**src/rtl/choice_ctrl_sequencer_if.sv**
```systemverilog
// rtl/choice_ctrl_sequencer_if.sv - requester bundle between command sources and the sequencer
interface choice_ctrl_sequencer_if #(
  parameter int NREQ  = 4,
  parameter int CMD_W = 7
);
  logic [NREQ-1:0]       req_valid;
  logic [NREQ*CMD_W-1:0] req_cmd;
  logic [NREQ-1:0]       req_ready;

  modport master (output req_valid, output req_cmd, input req_ready);
  modport slave  (input req_valid, input req_cmd, output req_ready);
endinterface

```
**src/rtl/choice_ctrl_sequencer.sv**
```systemverilog
// rtl/choice_ctrl_sequencer.sv - round-robin sharing of the choice-control decoder
module choice_ctrl_sequencer #(
  parameter int NREQ    = 4,
  parameter int CMD_W   = 7,
  parameter int CW_W    = 26,
  parameter int DWELL_W = 4,
  parameter int CNT_W   = 16
) (
  input  logic                      clk,
  input  logic                      rst,
  choice_ctrl_sequencer_if.slave    req_bus,
  input  logic [DWELL_W-1:0]        dwell,
  output logic [CMD_W-1:0]          dec_cmd,
  input  logic [CW_W-1:0]           dec_cw,
  output logic [CW_W-1:0]           cw_out,
  output logic                      cw_valid,
  output logic [$clog2(NREQ)-1:0]   grant_id,
  output logic                      busy,
  output logic [CNT_W-1:0]          txn_count
);
  localparam int GID_W = $clog2(NREQ);

  typedef enum logic [1:0] {S_IDLE, S_DECODE, S_HOLD, S_RELEASE} state_e;

  state_e             state_q, state_d;
  logic [GID_W-1:0]   rr_ptr_q, rr_ptr_d;
  logic [GID_W-1:0]   grant_q, grant_d;
  logic [CMD_W-1:0]   cmd_q, cmd_d;
  logic [DWELL_W-1:0] cnt_q, cnt_d;
  logic [CW_W-1:0]    cw_q, cw_d;
  logic               cw_valid_q, cw_valid_d;
  logic [CNT_W-1:0]   txn_q, txn_d;
  logic [NREQ-1:0]    ready_vec;

  logic               arb_found;
  logic [GID_W-1:0]   arb_idx;
  logic [GID_W-1:0]   arb_winner;
  logic [CMD_W-1:0]   arb_cmd;

  // Search starts at rr_ptr and wraps modulo NREQ, so non-power-of-two NREQ never yields an out-of-range index.
  always_comb begin
    arb_found  = 1'b0;
    arb_idx    = '0;
    arb_winner = '0;
    arb_cmd    = '0;
    for (int k = 0; k < NREQ; k++) begin
      arb_idx = GID_W'((int'(rr_ptr_q) + k) % NREQ);
      if (!arb_found && req_bus.req_valid[arb_idx]) begin
        arb_found  = 1'b1;
        arb_winner = arb_idx;
      end
    end
    for (int i = 0; i < NREQ; i++) begin
      if (arb_winner == GID_W'(i)) begin
        arb_cmd = req_bus.req_cmd[i*CMD_W +: CMD_W];
      end
    end
  end

  always_ff @(posedge clk or posedge rst) begin
    if (rst) begin
      state_q    <= S_IDLE;
      rr_ptr_q   <= '0;
      grant_q    <= '0;
      cmd_q      <= '0;
      cnt_q      <= '0;
      cw_q       <= '0;
      cw_valid_q <= 1'b0;
      txn_q      <= '0;
    end else begin
      state_q    <= state_d;
      rr_ptr_q   <= rr_ptr_d;
      grant_q    <= grant_d;
      cmd_q      <= cmd_d;
      cnt_q      <= cnt_d;
      cw_q       <= cw_d;
      cw_valid_q <= cw_valid_d;
      txn_q      <= txn_d;
    end
  end

  always_comb begin
    state_d    = state_q;
    rr_ptr_d   = rr_ptr_q;
    grant_d    = grant_q;
    cmd_d      = cmd_q;
    cnt_d      = cnt_q;
    cw_d       = cw_q;
    cw_valid_d = cw_valid_q;
    txn_d      = txn_q;
    ready_vec  = '0;
    case (state_q)
      S_IDLE: begin
        if (arb_found) begin
          grant_d = arb_winner;
          cmd_d   = arb_cmd;
          cnt_d   = dwell;
          state_d = S_DECODE;
        end
      end
      S_DECODE: begin
        cw_d       = dec_cw;
        cw_valid_d = 1'b1;
        state_d    = S_HOLD;
      end
      S_HOLD: begin
        // Valid drops as HOLD ends so the datapath sees exactly dwell+1 valid cycles.
        if (cnt_q == '0) begin
          cw_valid_d = 1'b0;
          state_d    = S_RELEASE;
        end else begin
          cnt_d = cnt_q - 1'b1;
        end
      end
      S_RELEASE: begin
        for (int i = 0; i < NREQ; i++) begin
          ready_vec[i] = (grant_q == GID_W'(i));
        end
        cw_valid_d = 1'b0;
        rr_ptr_d   = (grant_q == GID_W'(NREQ - 1)) ? '0 : grant_q + 1'b1;
        txn_d      = txn_q + 1'b1;
        state_d    = S_IDLE;
      end
      default: state_d = S_IDLE;
    endcase
  end

  assign req_bus.req_ready = ready_vec;
  assign dec_cmd           = cmd_q;
  assign cw_out            = cw_q;
  assign cw_valid          = cw_valid_q;
  assign grant_id          = grant_q;
  assign busy              = (state_q != S_IDLE);
  assign txn_count         = txn_q;
endmodule

```
**src/flat_wrapper.sv**
```systemverilog
// flat-port wrapper written by rule: the top's interface ports become plain ports
module choice_ctrl_sequencer_flat 
#(
  parameter int NREQ    = 4,
  parameter int CMD_W   = 7,
  parameter int CW_W    = 26,
  parameter int DWELL_W = 4,
  parameter int CNT_W   = 16
)
  (clk, rst, dwell, dec_cmd, dec_cw, cw_out, cw_valid, grant_id, busy, txn_count, req_bus_req_valid, req_bus_req_cmd, req_bus_req_ready);
  choice_ctrl_sequencer_if #(.NREQ(NREQ), .CMD_W(CMD_W)) req_bus_i ();
  input  logic clk;
  input  logic rst;
  input  logic [DWELL_W-1:0] dwell;
  output logic [CMD_W-1:0] dec_cmd;
  input  logic [CW_W-1:0] dec_cw;
  output logic [CW_W-1:0] cw_out;
  output logic cw_valid;
  output logic [$clog2(NREQ)-1:0] grant_id;
  output logic busy;
  output logic [CNT_W-1:0] txn_count;
  input wire logic [$bits(req_bus_i.req_valid)-1:0] req_bus_req_valid;
  input wire logic [$bits(req_bus_i.req_cmd)-1:0] req_bus_req_cmd;
  output wire logic [$bits(req_bus_i.req_ready)-1:0] req_bus_req_ready;
  assign req_bus_i.req_valid = req_bus_req_valid;
  assign req_bus_i.req_cmd = req_bus_req_cmd;
  assign req_bus_req_ready = req_bus_i.req_ready;
  choice_ctrl_sequencer #(.NREQ(NREQ), .CMD_W(CMD_W), .CW_W(CW_W), .DWELL_W(DWELL_W), .CNT_W(CNT_W)) u_core (.clk(clk), .rst(rst), .req_bus(req_bus_i), .dwell(dwell), .dec_cmd(dec_cmd), .dec_cw(dec_cw), .cw_out(cw_out), .cw_valid(cw_valid), .grant_id(grant_id), .busy(busy), .txn_count(txn_count));
endmodule
```
**config.mk**
```make
export PLATFORM = sky130hd
export DESIGN_NAME = choice_ctrl_sequencer_flat
export DESIGN_NICKNAME = d
export VERILOG_FILES = /design/src/rtl/choice_ctrl_sequencer_if.sv /design/src/rtl/choice_ctrl_sequencer.sv /design/src/flat_wrapper.sv
export SDC_FILE = /design/constraint.sdc
export NUM_CORES = 1
export LEC_CHECK = 0
export ABC_AREA = 0
export ABC_CLOCK_PERIOD_IN_PS = 1910
export CELL_PAD_IN_SITES_DETAIL_PLACEMENT = 1
export CELL_PAD_IN_SITES_GLOBAL_PLACEMENT = 1
export CORE_UTILIZATION = 29
export DETAILED_ROUTE_END_ITERATION = 12
export PLACE_DENSITY = 0.76
export SYNTH_ARGS = -nofsm -noshare
export SYNTH_HDL_FRONTEND = slang
export SYNTH_SLANG_ARGS = --single-unit
```
**constraint.sdc**
```tcl
create_clock -name clk -period 1.91 [get_ports clk]
set_clock_uncertainty 0.1 [all_clocks]
set_input_delay 0.2865 -clock clk [delete_from_list [all_inputs] [get_ports clk]]
set_output_delay 0.2865 -clock clk [all_outputs]
set_load 0.005 [all_outputs]
```
==> results.json, run 1 <==
{
  "cts_buffers": 9,
  "crit_fanout": 4,
  "nNetsFinal": 452,
  "gp_congestion": 0.788,
  "hold_class": "in2async",
  "num_vias": 2339,
  "pre_cts_ws_ps": -193,
  "crit_type": "reg2out",
  "dr.first_iter.drc_count": 26,
  "power.density_nw_per_um2": 1440,
  "reg2reg_to": "u_core.dec_cmd[0]$_DFFE_PP0P_",
  "port_buffers": 120,
  "ctsRootBufferMaster": "clkbuf_8",
  "peakVddDrop_v": 0.000624,
  "status": "completed",
  "die_x_um": 101,
  "cts_max_path_buffers": 2,
  "cts_sinks": 60,
  "grt_usage_pct": 15.5,
  "final_cell_mix": "115 x clkdlybuf4s50_1, 60 x dfrtp_1, 29 x mux2_2",
  "synth_edf_count": 0,
  "grt_pass1_wl_mm": 12.3,
  "worstReg2RegStart": "u_core.rr_ptr_q[1]$_DFFE_PP0P_",
  "ys_seq_area_share_pct": 52.4,
  "setup_viol": 0,
  "diodes": 0,
  "drive_above_1_share_pct": 21.7,
  "cp-start-kind": "register",
  "syn_avg_cell_area_um2": 12.0,
  "initial_core_util_pct": 30.4,
  "area_growth_syn_to_layout_pct": 59.5,
  "via_per_inst": 4.58,
  "grt_max_degree": 61,
  "yosysWarnings": 0,
  "finalHoldViolCount": 0,
  "rsz0062_at_grt": "false",
  "worst_slew_pin_slew_ps": 338,
  "fmax_mhz": 545,
  "finalNonFillerCells": 511,
  "p_total_mw": 6.56,
  "synth-seq-cells": 60,
  "cp_data_arrival_time_ps": 1450,
  "h-tree-depth": 3,
  "io_pins": 121,
  "cts_tree": "done",
  "slowest_stage": "dfrtp_1",
  "antenna_found_initial": 0,
  "critPathTopFamily": "flip-flops",
  "layout_commonest_cell": "clkdlybuf4s50_1",
  "final-max-slew-violation-count": 0,
  "cp_num_buf_inv": 4,
  "cts_hold_buf": 0,
  "final_core_util_pct": 48.5,
  "postLayoutSetupSlackWorst_ps": 75.5,
  "r2r_cells": 6,
  "routedWlPerCell_um": 14.6,
  "cp.required_ps": 1520,
  "wirelength_mm": 7.45,
  "rrSetupSlack_ps": 140,
  "coreArea_um2": 9420,
  "post-route-period-util_pct": 96.0,
  "fin_crit_ps": 1830,
  "fp.dieH_um": 101,
  "yosysUniqueCellTypes": 42,
  "drcViolationCount": 0,
  "max_slew_margin_pct": 77.3,
  "cpMostUsedCell": "buf_6",
  "firstDrtPassIters": 4,
  "rows": 35,
  "worstSkewPairLatency_ps": 330,
  "netlist_area_um2": 2870,
  "max_cap_viol_count": 0,
  "leakage_nw": 1.96,
  "grt_pass1_vias": 2544,
  "crit_chain": "buf_6, inv_2, buf_4, ha_2, and2_4, buf_6",
  "place_inst": 490,
  "async_reset_ff_share_pct": 100,
  "grt-ovfl-total": 0,
  "synth_nets": 312,
  "cts.clk_slew.worst_paths_ps": 70,
  "post-dp-hpwl_mm": 5.57,
  "worst_path_largest_cell_delay_ps": 420,
  "dieArea_um2": 10300,
  "synth_top_flop_cell": "dfrtp_1",
  "end_kind": "output port",
  "synth_cells": 238,
  "ant_nets": 0
}
## synth_stat cells, types with 3 or more instances
cell / n / area share, %
mux2i_1: 16 / 5.6
o21ai_1: 6 / 1.0
nor2_1: 7 / 0.92
dfrtp_1: 60 / 52
o221ai_1: 7 / 2.1
o22ai_1: 3 / 0.66
nand2_1: 18 / 2.4
o21ai_0: 3 / 0.52
a21oi_1: 5 / 0.87
and2_1: 4 / 0.87
inv_1: 12 / 1.6
buf_2: 3 / 0.52
xor2_1: 5 / 1.5
mux2_2: 29 / 11
ha_1: 10 / 4.4
nand3_1: 4 / 0.70
nand4_1: 3 / 0.66
xnor2_1: 10 / 3.1
nand2b_1: 3 / 0.66
and3_1: 4 / 0.87
## area by class of cell
class / count / area, um2
fillers: 1016 / 4850
flip-flops and latches: 60 / 1500
repair buffers: 139 / 1370
multi-input cells: 154 / 1280
well taps: 129 / 161
clock buffers: 11 / 151
inverters: 14 / 52.6
clock inverters: 4 / 48.8
## tightest hold or removal path, cell delays in order
cell	delay, ps
clkdlybuf4s50_1	410
inv_2	70
buf_12	280
## worst max-delay path by stage
stage                                   start                             to  cells after the start
3_5_place_dp             req_bus_req_valid[0]  u_core.dec_cmd[3]$_DFFE_PP0P_                      6
6_report       u_core.grant_id[0]$_DFFE_PP0P_           req_bus_req_ready[0]                      6
4_1_cts        u_core.grant_id[0]$_DFFE_PP0P_           req_bus_req_ready[2]                      5
5_1_grt        u_core.rr_ptr_q[1]$_DFFE_PP0P_  u_core.dec_cmd[3]$_DFFE_PP0P_                      6
3_3_place_gp             req_bus_req_valid[0]  u_core.dec_cmd[3]$_DFFE_PP0P_                      6
2_1_floorplan                             rst    u_core.cnt_q[0]$_DFFE_PP0P_                      1
## through the flow
step	area [um2]	TNS (ps)	hold slack [ps]
after global routing	4570	0	276
after detailed placement	4280	-1670	363
after global placement	4280	-656	357
after CTS	4550	0	241
final	4570	0	232
after floorplan	2870	0	338
## report_power, final
part / internal (mW) / total, mW / switching [mW] / leakage, nW
clock: 0.664 / 1.15 / 0.485 / 0.105
sequential: 1.82 / 2.19 / 0.376 / 0.736
combinational: 2.00 / 3.22 / 1.22 / 1.12
## cells by family (layout without fill, tap and decap cells)
| group | Yosys count | after routing | synth area share, % |
|---|---|---|---|
| buf+inv | 24 | 168 | 4.24 |
| fa+ha+maj | 10 | 10 | 4.37 |
| simple gates | 50 | 50 | 8.86 |
| compound gates | 34 | 34 | 8.56 |
| mux | 45 | 45 | 17.0 |
| xor+xnor | 15 | 15 | 4.58 |
| flops | 60 | 60 | 52.4 |
## routing by layer
layer / wire length [um] / GRT usage [%]
met5: 0 / 0
met4: 93 / 4.35
met3: 435 / 4.42
met2: 3860 / 28.0
met1: 3060 / 17.8
## timing repair
action,CTS,global route
gates resized for setup,16,8
buffers inserted,6,0
setup endpoints to repair,5,12
pin swaps,1,0
## flip-flops by register name, summed over array words and instances (netlist names)
| name | cells |
|---|---|
| u_core.cw_out | 26 |
| u_core.txn_count | 16 |
| u_core.dec_cmd | 7 |
| u_core.cnt_q | 4 |
| u_core.grant_id | 2 |
| u_core.rr_ptr_q | 2 |
| u_core.state_q | 2 |
| u_core.cw_valid | 1 |
Note: power is estimated with default switching activity, not from simulation.
==> run 2, diff against run 1 <==
Settings changed: ABC_CLOCK_PERIOD_IN_PS 1910 to not set.
==> results of run 2 <==
Same layout as run 1: the final DEF is identical, and so are final timing and power.
==> run 3, diff against run 2 <==
Settings changed: MAX_ROUTING_LAYER set to met4.
==> run 3 against run 2 <==
Combinational power hardly changed; power barely moved; hold slack improved by 0.80 ps; critical path depth unchanged; first-iteration DRC count unchanged; clock-buffer cell count stayed put; die area stayed put; core utilization did not move; flip-flop and latch count unchanged; via count rose by 0.17%; non-clock buffer count stayed put; critical path type unchanged; critical endpoint unchanged; largest cell class unchanged; largest power group unchanged.
==> results.json, run 3 (synthesis gave the netlist of run 1 again) <==
{
  "fin_crit_ps": 1830,
  "cts_max_path_buffers": 2,
  "port_buffers": 120,
  "setup_viol": 0,
  "cts.clk_slew.worst_paths_ps": 70,
  "cts_tree": "done",
  "r2r_cells": 6,
  "rows": 35,
  "fp.dieH_um": 101,
  "cp_data_arrival_time_ps": 1450,
  "coreArea_um2": 9420,
  "cp.required_ps": 1520,
  "ant_nets": 0,
  "grt_usage_pct": 16.0,
  "gp_congestion": 0.799,
  "finalHoldViolCount": 0,
  "max_slew_margin_pct": 77.3,
  "place_inst": 490,
  "crit_start": "u_core.grant_id[0]$_DFFE_PP0P_",
  "nFillCells": 1016,
  "diodes": 0,
  "reg2reg_to": "u_core.dec_cmd[0]$_DFFE_PP0P_",
  "cts_buffers": 9,
  "rrSetupSlack_ps": 140,
  "end_kind": "output port",
  "nNetsFinal": 452,
  "grt-ovfl-total": 0,
  "p_clk_share_pct": 17.5,
  "max_cap_viol_count": 0,
  "via_per_inst": 4.59,
  "final_core_util_pct": 48.5,
  "p_total_mw": 6.56,
  "drcViolationCount": 0,
  "p_int_mw": 4.48,
  "leakage_nw": 1.96,
  "cts_sinks": 60,
  "area_growth_syn_to_layout_pct": 59.5,
  "fmax_mhz": 545,
  "dieArea_um2": 10300,
  "power_switching_mw": 2.08,
  "grt_pass1_vias": 2543,
  "worstSkewPairLatency_ps": 330,
  "wirelength_mm": 7.44,
  "final_cell_mix": "115 x clkdlybuf4s50_1, 60 x dfrtp_1, 29 x mux2_2",
  "io_pins": 121,
  "dr.first_iter.drc_count": 26,
  "ctsRootBufferMaster": "clkbuf_8",
  "grt_max_degree": 61,
  "grt_pass1_wl_mm": 12.3,
  "p_seq_share_pct": 33.4,
  "hold_class": "in2async",
  "post-route-period-util_pct": 96.0,
  "crit_fanout": 4,
  "finalNonFillerCells": 511,
  "routedWlPerCell_um": 14.6,
  "rsz0062_at_grt": "false",
  "firstDrtPassIters": 4,
  "initial_core_util_pct": 30.4,
  "layout_commonest_cell": "clkdlybuf4s50_1",
  "post-dp-hpwl_mm": 5.57,
  "worst_slew_pin_slew_ps": 338,
  "cp-start-kind": "register",
  "power.density_nw_per_um2": 1440,
  "status": "completed",
  "drive_above_1_share_pct": 21.7,
  "crit_type": "reg2out",
  "num_vias": 2343,
  "worstReg2RegStart": "u_core.rr_ptr_q[1]$_DFFE_PP0P_",
  "die_x_um": 101,
  "largest_reg_flops": 26,
  "fin_tns_setup_ps": 0,
  "peakVddDrop_v": 0.000624,
  "h-tree-depth": 3,
  "sw_frac_of_total_pct": 31.7,
  "combPwrFrac_pct": 49.1,
  "antenna_found_initial": 0,
  "final-max-slew-violation-count": 0
}
[run 3: how the worst max path moves through the flow]
stage          slack, ps                             to  depth (start not counted)
2_1_floorplan         40    u_core.cnt_q[0]$_DFFE_PP0P_                          1
3_3_place_gp         -80  u_core.dec_cmd[3]$_DFFE_PP0P_                          6
3_5_place_dp        -190  u_core.dec_cmd[3]$_DFFE_PP0P_                          6
4_1_cts                1           req_bus_req_ready[2]                          5
5_1_grt                6  u_core.dec_cmd[3]$_DFFE_PP0P_                          6
6_report              80           req_bus_req_ready[0]                          6
[run 3: final cells by class]
| type | instances | area [um2] | area share, % |
|---|---|---|---|
| sequential | 60 | 1500 | 32.9 |
| timing repair buffer | 139 | 1370 | 30.0 |
| clock inverter | 4 | 48.8 | 1.07 |
| inverter | 14 | 52.6 | 1.15 |
| clock buffer | 11 | 151 | 3.31 |
| tap | 129 | 161 | 3.53 |
| multi-input combinational | 154 | 1280 | 28.1 |
[run 3: stage by stage]
step	cell area [um2]	hold WS, ps	setup slack [ps]
3_5_place_dp	4280	363	-193
6_report	4570	233	75.9
3_3_place_gp	4280	357	-80.4
4_1_cts	4550	241	1.25
5_1_grt	4570	276	5.71
2_1_floorplan	2870	338	38.8
[run 3: what timing repair did]
item                                    in CTS  in global routing
gates resized for setup                     16                  8
pin swaps                                    1                  0
hold buffers                                 0                  0
endpoints found under the setup margin       5                 12
gates cloned                                 0                  0
buffers inserted                             6                  0
[run 3: power by group through the flow]
| stage | registers, mW | logic (mW) | clock network, mW |
|---|---|---|---|
| 3_5_place_dp | 2.22 | 3.11 | 0 |
| 4_1_cts | 2.21 | 3.25 | 1.20 |
| 5_1_grt | 2.28 | 3.57 | 1.25 |
| 2_1_floorplan | 2.20 | 1.52 | 0 |
| 6_report | 2.19 | 3.22 | 1.15 |
| 3_3_place_gp | 2.19 | 2.98 | 0 |
[run 3: worst max-delay path, stage by stage, from the launching register on]
cell	delay (ps)
dfrtp_1	420
buf_6	120
inv_2	30
buf_4	120
ha_2	170
and2_4	150
buf_6	110
[run 3: routing by layer]
| layer | wire [um] | global-route usage [%] | vias up |
|---|---|---|---|
| li1 | - | - | 1114 |
| met5 | 0 | - | - |
| met4 | 88 | 4.35 | 0 |
| met2 | 3860 | 28.0 | 77 |
| met1 | 3050 | 17.8 | 1142 |
| met3 | 447 | 4.42 | 10 |
